<file path="src/rtl/keynsham_timer_sched.sv">
// keynsham_timer_sched
// ---------------------
// Multiplexes a single keynsham_timer into NUM_CHANNELS one-shot alarm
// channels. The scheduler is the timer's only bus master: it loads the
// timer with the nearest pending deadline, services the timer interrupt,
// charges the elapsed time to every armed channel and pulses fire[i] when
// channel i expires.
//
// Ports
//   clk, rst      system clock, synchronous active-high reset
//   arm           one-cycle arm strobe per channel
//   arm_delay     32-bit delay per channel, channel i at [32i+31:32i]
//   busy          channel armed or arm waiting to be merged
//   fire          one-cycle expiry pulse per channel (registered)
//   tmr_access    timer bus_access / timer_cs
//   tmr_reg_sel   0 count, 1 reload, 2 control, 3 eoi
//   tmr_wr_en     timer write strobe
//   tmr_wr_val    timer write data
//   tmr_bytesel   always 4'hf
//   tmr_ack       timer bus_ack, one cycle after the access cycle
//   tmr_data      timer read data, combinational on reg_sel
//   tmr_irq       timer interrupt
//   dbg_state     current scheduler state, for observation only
//
// Timer bus handshake: a transaction is one cycle with tmr_access=1 (the
// issue cycle) followed by waiting with tmr_access=0 until tmr_ack. The
// reg_sel, wr_en and wr_val fields are held from the issue cycle until the
// ack cycle; read data is captured in the ack cycle. tmr_access is raised
// on the transition into a bus state, so each transaction takes exactly two
// cycles and tmr_access is never high in two consecutive cycles.
module keynsham_timer_sched #(
  parameter int NUM_CHANNELS = 4
) (
  input  logic                      clk,
  input  logic                      rst,
  input  logic [NUM_CHANNELS-1:0]   arm,
  input  logic [32*NUM_CHANNELS-1:0] arm_delay,
  output logic [NUM_CHANNELS-1:0]   busy,
  output logic [NUM_CHANNELS-1:0]   fire,
  output logic                      tmr_access,
  output logic [1:0]                tmr_reg_sel,
  output logic                      tmr_wr_en,
  output logic [31:0]               tmr_wr_val,
  output logic [3:0]                tmr_bytesel,
  input  logic                      tmr_ack,
  input  logic [31:0]               tmr_data,
  input  logic                      tmr_irq,
  output logic [3:0]                dbg_state
);

  localparam logic [1:0]  SEL_COUNT  = 2'd0;
  localparam logic [1:0]  SEL_RELOAD = 2'd1;
  localparam logic [1:0]  SEL_CTRL   = 2'd2;
  localparam logic [1:0]  SEL_EOI    = 2'd3;
  // irq_enable=1, enabled=1, periodic=0 (one-shot)
  localparam logic [31:0] CTRL_START = 32'h0000_0006;
  localparam logic [31:0] CTRL_STOP  = 32'h0000_0000;
  localparam logic [31:0] EOI_VAL    = 32'h0000_0001;

  typedef enum logic [3:0] {
    S_IDLE   = 4'd0,
    S_UPDATE = 4'd1,
    S_SELECT = 4'd2,
    S_LOAD   = 4'd3,
    S_START  = 4'd4,
    S_RUN    = 4'd5,
    S_STOP   = 4'd6,
    S_READ   = 4'd7,
    S_EOI    = 4'd8
  } state_t;

  state_t state;

  logic [NUM_CHANNELS-1:0] armed;
  logic [NUM_CHANNELS-1:0] pending;
  logic [31:0]             remaining  [NUM_CHANNELS];
  logic [31:0]             pend_delay [NUM_CHANNELS];
  logic [31:0]             prog;     // delay last loaded into the timer
  logic [31:0]             elapsed;  // cycles charged at the next UPDATE

  // Result of the UPDATE step, computed from the current registers.
  logic [NUM_CHANNELS-1:0] upd_armed;
  logic [NUM_CHANNELS-1:0] upd_fire;
  logic [31:0]             upd_rem [NUM_CHANNELS];

  // Nearest deadline among armed channels.
  logic [31:0]             min_rem;
  logic                    min_found;

  assign busy        = armed | pending;
  assign tmr_bytesel = 4'hf;
  assign dbg_state   = state;

  // Charge elapsed time, retire expired channels, then merge pending arms.
  // A pending arm is applied after expiry so that a channel expiring and
  // re-armed in the same UPDATE fires once and stays armed with the new
  // delay.
  always_comb begin
    upd_armed = armed;
    upd_fire  = '0;
    for (int i = 0; i < NUM_CHANNELS; i++) begin
      upd_rem[i] = remaining[i];
      if (armed[i]) begin
        upd_rem[i] = (remaining[i] > elapsed) ? (remaining[i] - elapsed) : 32'd0;
        if (upd_rem[i] == 32'd0) begin
          upd_fire[i]  = 1'b1;
          upd_armed[i] = 1'b0;
        end
      end
      if (pending[i]) begin
        if (pend_delay[i] == 32'd0) begin
          upd_fire[i]  = 1'b1;
          upd_armed[i] = 1'b0;
        end else begin
          upd_armed[i] = 1'b1;
          upd_rem[i]   = pend_delay[i];
        end
      end
    end
  end

  // Strict less-than keeps the lowest index on ties.
  always_comb begin
    min_rem   = 32'hffff_ffff;
    min_found = 1'b0;
    for (int i = 0; i < NUM_CHANNELS; i++) begin
      if (armed[i] && (!min_found || remaining[i] < min_rem)) begin
        min_rem   = remaining[i];
        min_found = 1'b1;
      end
    end
  end

  always_ff @(posedge clk) begin
    if (rst) begin
      state       <= S_IDLE;
      armed       <= '0;
      pending     <= '0;
      prog        <= 32'd0;
      elapsed     <= 32'd0;
      fire        <= '0;
      tmr_access  <= 1'b0;
      tmr_reg_sel <= SEL_COUNT;
      tmr_wr_en   <= 1'b0;
      tmr_wr_val  <= 32'd0;
      for (int i = 0; i < NUM_CHANNELS; i++) begin
        remaining[i]  <= 32'd0;
        pend_delay[i] <= 32'd0;
      end
    end else begin
      fire       <= '0;
      // The issue cycle is always exactly one cycle long.
      tmr_access <= 1'b0;

      // Arm capture runs in every state; last strobe before merge wins.
      // An arm arriving during UPDATE stays pending for the next pass.
      for (int i = 0; i < NUM_CHANNELS; i++) begin
        if (arm[i]) begin
          pending[i]    <= 1'b1;
          pend_delay[i] <= arm_delay[32*i +: 32];
        end else if (state == S_UPDATE) begin
          pending[i] <= 1'b0;
        end
      end

      case (state)
        S_IDLE: begin
          // Timer is stopped here, so nothing has elapsed.
          if (|pending) begin
            elapsed <= 32'd0;
            state   <= S_UPDATE;
          end
        end

        S_UPDATE: begin
          armed <= upd_armed;
          fire  <= upd_fire;
          for (int i = 0; i < NUM_CHANNELS; i++) begin
            remaining[i] <= upd_rem[i];
          end
          state <= (|upd_armed) ? S_SELECT : S_IDLE;
        end

        S_SELECT: begin
          prog        <= min_rem;
          tmr_access  <= 1'b1;
          tmr_reg_sel <= SEL_RELOAD;
          tmr_wr_en   <= 1'b1;
          tmr_wr_val  <= min_rem;
          state       <= S_LOAD;
        end

        S_LOAD: begin
          if (tmr_ack) begin
            tmr_access  <= 1'b1;
            tmr_reg_sel <= SEL_CTRL;
            tmr_wr_en   <= 1'b1;
            tmr_wr_val  <= CTRL_START;
            state       <= S_START;
          end
        end

        S_START: begin
          if (tmr_ack) begin
            tmr_reg_sel <= SEL_COUNT;
            tmr_wr_en   <= 1'b0;
            tmr_wr_val  <= 32'd0;
            state       <= S_RUN;
          end
        end

        S_RUN: begin
          // New arms preempt the running deadline so they are merged
          // promptly; the stop/read pass charges the partial run.
          if (tmr_irq || (|pending)) begin
            tmr_access  <= 1'b1;
            tmr_reg_sel <= SEL_CTRL;
            tmr_wr_en   <= 1'b1;
            tmr_wr_val  <= CTRL_STOP;
            state       <= S_STOP;
          end
        end

        S_STOP: begin
          if (tmr_ack) begin
            tmr_access  <= 1'b1;
            tmr_reg_sel <= SEL_COUNT;
            tmr_wr_en   <= 1'b0;
            tmr_wr_val  <= 32'd0;
            state       <= S_READ;
          end
        end

        S_READ: begin
          if (tmr_ack) begin
            // The timer counts down from prog and is stopped now, so the
            // count read back never exceeds prog.
            elapsed     <= prog - tmr_data;
            tmr_access  <= 1'b1;
            tmr_reg_sel <= SEL_EOI;
            tmr_wr_en   <= 1'b1;
            tmr_wr_val  <= EOI_VAL;
            state       <= S_EOI;
          end
        end

        S_EOI: begin
          // Written on every pass: clears an irq that raced the stop.
          if (tmr_ack) begin
            tmr_reg_sel <= SEL_COUNT;
            tmr_wr_en   <= 1'b0;
            tmr_wr_val  <= 32'd0;
            state       <= S_UPDATE;
          end
        end

        default: state <= S_IDLE;
      endcase
    end
  end

endmodule

</file>
<file path="config.mk">
export PLATFORM = sky130hd
export DESIGN_NAME = keynsham_timer_sched
export DESIGN_NICKNAME = d
export VERILOG_FILES = /design/src/rtl/keynsham_timer_sched.sv
export SDC_FILE = /design/constraint.sdc
export NUM_CORES = 1
export LEC_CHECK = 0
export ABC_AREA = 1
export CAP_MARGIN = 40
export CORE_UTILIZATION = 30
export DETAILED_ROUTE_END_ITERATION = 8
export PLACE_DENSITY_LB_ADDON = 0.08
export SYNTH_ARGS = -nofsm -noshare
export SYNTH_HDL_FRONTEND = slang
export SYNTH_SLANG_ARGS = --single-unit
</file>
<file path="constraint.sdc">
create_clock -name clk -period 6.8 [get_ports clk]
set_input_delay 1.36 -clock clk [delete_from_list [all_inputs] [get_ports clk]]
set_output_delay 1.36 -clock clk [all_outputs]
set_load 0.02 [all_outputs]
</file>
======== After elaboration in Yosys (flattened, before gate mapping) ========
Memory sizes are Yosys's and may differ from the RTL's.
Cells that the tools add are included.
operators by class
  $add $sub $neg .......................... 5
  magnitude comparators ................... 7
  equality and inequality tests ........... 17
  mux-type cells .......................... 114
  bitwise logic cells ..................... 10
  reduce and logical (&&, ||, !) cells .... 36
operator list
  operator              count
  $mux W32              34
  $logic_not A32 Y1     8
  $pmux W32 S5          1
  $sub A32 B32 Y32      5
  $gt A32 B32 Y1        4
  $lt A32 B32 Y1        3
  $pmux W32 S2          1
  $mux W1               62
  $pmux W4 S9           1
  $mux W4               7
  $eq A4 B3 Y1 const B  4
  $ne A2 B2 Y1 const B  7
  $mux W2               5
  $pmux W2 S5           1
  $reduce_bool A2 Y1    5
  $eq A4 B2 Y1 const B  2
  $or A1 B1 Y1          8
  $reduce_or A4 Y1      2
  $reduce_and A7 Y1     1
  $reduce_or A3 Y1      2
  $reduce_and A5 Y1     1
  $reduce_bool A5 Y1    1
  $eq A4 B1 Y1 const B  1
  $eq A4 B4 Y1 const B  1
  other kinds (13)      22
storage, ports and cells
  bits in registers ....................... 116
  memory bits (writable) .................. 256
  input port bits ......................... 168
  output and inout port bits .............. 52
  word-level logic and storage cells ...... 204
  memories kept ........................... 2
memory list
  memory      depth  width  read ports  clocked after Yosys merged registers in  wr ports  line  source
  pend_delay  4      32     4           0                                        4         77    logic [31:0] pend_delay [NUM_CHANNELS];
  remaining   4      32     4           0                                        4         76    logic [31:0] remaining [NUM_CHANNELS];

======== Longest topological paths before layout ========
An unclocked memory read counts as a cell.
  word-level depth ........................ 15
  mapped depth ............................ 57

======== Least setup slack after synthesis ========
OpenSTA, ideal clock, no wires.
  path type ............................... register -> register
  start ................................... register armed[0]
  end ..................................... register prog[26]
  library setup time ...................... 0.109 ns
  arrival ................................. 5.874 ns
  data required time ...................... 6.691 ns
  path slack .............................. 0.817 ns
  cell stages (with the launch flop) ...... 48
  buffers on the path ..................... 6
  clock period less this slack ............ 5.983 ns
  cell sequence ........................... dfxtp_1 > buf_4 > inv_1 > clkbuf_1 > buf_1 > nor2_1 > ha_1 > nand2_1 > nor4_2 > nand2_1 > nor2_1 > nand2_1 > nand2_1 > nand2_2 > nand2_4 > clkbuf_1 > nand2_1 > o21ai_0 > [... 12 more ...] > nand2_1 > o21ai_0 > inv_1 > ha_1 > a21oi_1 > nor2_1 > a211oi_1 > o21a_1 > o21ai_0 > a21oi_1 > nand2_2 > nand2_4 > buf_2 > nand3_1 > nand2_1 > nand2_1 > nand2_1 > inv_1
between the ends
  cells in the longest elaborated chain, start to end .. 13
  elaborated cells on any way between the ends .. 19
  classes of those cells .................. order compare: 3; mux: 7; reduce/logical: 9
ends and longest elaborated chain
  what                                                line  source
  start: declaration                                  74    logic [NUM_CHANNELS-1:0] armed;
  start signal: assignment                            176   armed <= upd_armed;
  $mux W32 or $mux W1 (tied branches)                 127   if (armed[i] && (!min_found || remaining[i] < min_rem)) begin
  $lt A32 B32 Y1 or $logic_not A1 Y1 (tied branches)  127
  $logic_or A1 B1 Y1                                  127
  $logic_and A1 B1 Y1                                 127
  $mux W32 or $mux W1 (tied branches)                 127
  $lt A32 B32 Y1 or $logic_not A1 Y1 (tied branches)  127
  $logic_or A1 B1 Y1                                  127
  $logic_and A1 B1 Y1                                 127
  $mux W32 or $mux W1 (tied branches)                 127
  $lt A32 B32 Y1 or $logic_not A1 Y1 (tied branches)  127
  $logic_or A1 B1 Y1                                  127
  $logic_and A1 B1 Y1                                 127
  $mux W32 (*)                                        127
  end signal: assignment                              185   prog <= min_rem;
  end: declaration                                    78    logic [31:0] prog;
Mark *: on every way between the ends. The rest lies on a longest branch, timed or not.
A chain may end at the register's enable or synchronous reset.

==> run metrics <==
status=complete, no violations; starting density of the core=roughly 30%; fin util=36.5%; via/cell ratio=around 5; Tot GR Track Use=23.9%; Setup Fix Bufs, Post-CTS=0; ys async rst share=0%; largest net degree at the start of global routing=86; Root Driver=clkbuf_16; Layout area overhead=20.2%; crit path capture type=flip-flop; die height=307 um; Iteration-0 DRC Markers=1834; unique cell type count in the Yosys netlist=54; fmax=157 MHz; Pwr Density=between 300 and 400 nW/um^2; mapped cell area=27900 um^2; main combinational cell family by area after synthesis=simple AND/OR/NAND/NOR gates; I/O pin cnt=220; Worst Skew=0.0248 ns; Synth area leader=edfxtp_1; layout cells sized above 1=5.05%; Crit Path Max Fanout=28; setup violators final=0; Buf/Inv on CP=5; placed cell count=5272; Rows=111; Synth Flop Type=edfxtp_1; H-Tree Depth=2; max cap viols=0; Period minus WS final=6.36 ns; Tot Pwr=12900 uW; Core Box Area=91900 um^2; IO Port Bufs=215; first-pass GRT wire length=168 mm; setup slack after layout=around 0.44 ns; Gate Count Post-Synth=roughly 3900; worst path arrival time=6.85 ns; DR pass1 iterations=6; leakage power figure=0.0147 uW; post-synthesis adder-cell area fraction=11.6%; Hold Vio Cnt, Final=0; Max Root-Sink Buffers=3; Final GP Congestion=0.939; clock-pin slew on the worst setup and hold paths=0.06 ns; fill count=10049; TritonCTS Buffers=between 40 and 50; crit share post-route=between 90 and 100%; Synth Warn #=0; initial antenna violation count=2; vias in the first global route=~26000; hold crit path type=reg -> reg; Nets=~4500; VDD IR max=0.169 mV; Max Slew Vio Count=0; GRT Residual Overflow=0; Post-synth EDFFs=256; DR DRC count=0; Critical Path Most Common Cell=nand2_1; Via Count=approximately 27000; CTS tree=yes; post-synthesis compound-gate area fraction=19.8%; Die Span X=around 310 um; multiplexer area fraction after synthesis=0%; XOR/XNOR share of the synthesized area=approximately 1.3%; Critical Path RT=7.29 ns; crit path kind=reg -> reg; area fraction of the dominant cell type after synthesis=roughly 28%; Slowest-stage cell, CP=o21ai_0; Slew headroom=between 30% and 40%; Worst Setup Start Kind=flip-flop; post-synthesis simple-gate area fraction=22.9%; Fin Setup TNS=0 ns; Die ar.=94300 um^2; Final HPWL DP=between 80 and 90 mm; slowest stage delay, CP=0.49 ns; Syn Area/Cell=7.20 um^2; Final Instance Count excl. Fillers=5366; Place WS=around 0.15 ns; # hold bufs at CTS=0; ranking of synthesized cells by area=edfxtp_1, ha_1, a21oi_1; Clock Sinks=around 370; FF+latch count, synth=372; wirelength, routed=115 mm; Crit path max-delay family=simple AND/OR/NAND/NOR gates; Worst Max-Slew Pin Slew=0.905 ns; Detail Route Antenna Nets=0; WL/cell=21.4 um; register area share after synthesis=35.9%; Skew-Pair Late Insertion Delay=slightly above 0.6 ns
## cell type report
cell class	count	area (um^2)	share of cell area (%)
Multi-Input combinational cell	2890	15600	46.6
Inverter	471	1780	5.29
Antenna cell	1	2.50	0.00746
Tap cell	1243	1560	4.63
Timing Repair Buffer	299	2990	8.91
Clock buffer	58	1280	3.82
Clock inverter	32	302	0.898
Sequential cell	372	10000	29.8
## power breakdown
part / internal, uW / switching (uW) / total [uW]
clock network: 1530 / 1070 / 2600
logic: 2330 / 4370 / 6700
registers: 2930 / 663 / 3600
total: 6800 / 6100 / 12900
## cells in the mapped netlist (3+ instances only)
library cell / instances
nand2_1: 731
a21oi_1: 578
nor2_1: 483
inv_1: 466
o21ai_0: 348
edfxtp_1: 256
ha_1: 251
nand3_1: 159
dfxtp_1: 116
clkbuf_1: 115
nand4_1: 52
nor4_1: 45
nor3_1: 30
o21ai_1: 27
xnor2_1: 22
or2_2: 18
xor2_1: 18
buf_2: 17
a21o_1: 15
o211ai_1: 12
a211oi_1: 10
o21a_1: 10
buf_1: 9
a31oi_1: 8
buf_4: 7
o221ai_1: 6
fa_1: 5
nor4b_1: 5
o21ai_2: 5
o31ai_1: 5
or2_1: 5
a221oi_1: 4
o2111ai_1: 4
a2111oi_0: 3
clkinv_1: 3
nand2_2: 3
nand2_4: 3
## final timing paths
| kind | startpoint | endpoint | slack, ns | depth (start not counted) |
|---|---|---|---|---|
| max | remaining[0][11]$_SDFFCE_PN0P_ | prog[4]$_SDFFE_PP0P_ | 0.44 | 41 |
| min | elapsed[4]$_SDFFE_PP0P_ | elapsed[4]$_SDFFE_PP0P_ | 0.47 | 2 |
| max reg2reg | remaining[0][11]$_SDFFCE_PN0P_ | prog[4]$_SDFFE_PP0P_ | 0.44 | 41 |
| min reg2reg | elapsed[4]$_SDFFE_PP0P_ | elapsed[4]$_SDFFE_PP0P_ | 0.47 | 2 |
## cell usage in the layout, fill, tap and decap left out, types with 15 or more instances in the layout
| cell | count |
|---|---|
| ha_1 | 251 |
| a21o_1 | 15 |
| buf_4 | 71 |
| nor3_1 | 30 |
| or2_2 | 18 |
| o21ai_1 | 43 |
| inv_1 | 465 |
| xor2_1 | 18 |
| nor2_1 | 480 |
| nand4_1 | 52 |
| nor4_1 | 44 |
| nand2_1 | 730 |
| clkbuf_16 | 51 |
| o21ai_0 | 329 |
| dfxtp_1 | 114 |
| a21oi_1 | 578 |
| nand3_1 | 159 |
| xnor2_1 | 22 |
| edfxtp_1 | 256 |
| clkdlybuf4s50_1 | 214 |
## registers in the layout, summed over array words and instances (netlist names)
register	cells
tmr_wr_val	32
armed	4
tmr_reg_sel	2
pend_delay	128
elapsed	32
tmr_wr_en	1
remaining	128
fire	4
pending	4
dbg_state	4
tmr_access	1
prog	32
## worst min-delay path, cell delays in order (launching register included)
cell	delay, ns
dfxtp_1	0.31
nand2_1	0.06
a21oi_1	0.05
## metal layers
metal  vias up  part of all wire, %  GRT usage, %
li1      13648                    -             -
met1     12465                   46          32.6
met2       744                   46          39.3
met3       159                  4.6          2.34
met4         0                  3.6          8.35
met5         -                    0             0
## logic make-up (layout without fill, tap and decap cells)
family	after synthesis	in the layout
AND/OR/NAND/NOR	1540	1542
AO/OA/AOI/OAI	1048	1048
adder cells (fa/ha/maj)	256	256
other	1	5
XOR/XNOR	40	40
flip-flops	372	372
buffers and inverters	621	860
## per-stage QoR
step / hold WS (ns) / instance area, um^2
after floorplan: 0.445 / 27900
after global placement: 0.453 / 31600
after detailed placement: 0.459 / 31800
after CTS: 0.467 / 33400
after global routing: 0.482 / 33600
final: 0.466 / 33600
## timing repair
action / CTS / global route
endpoints found under the hold margin: 0 / 0
endpoints found under the setup margin: 0 / 64
gates resized for setup: 0 / 36
No activity file was read; power rests on OpenSTA's default activity.
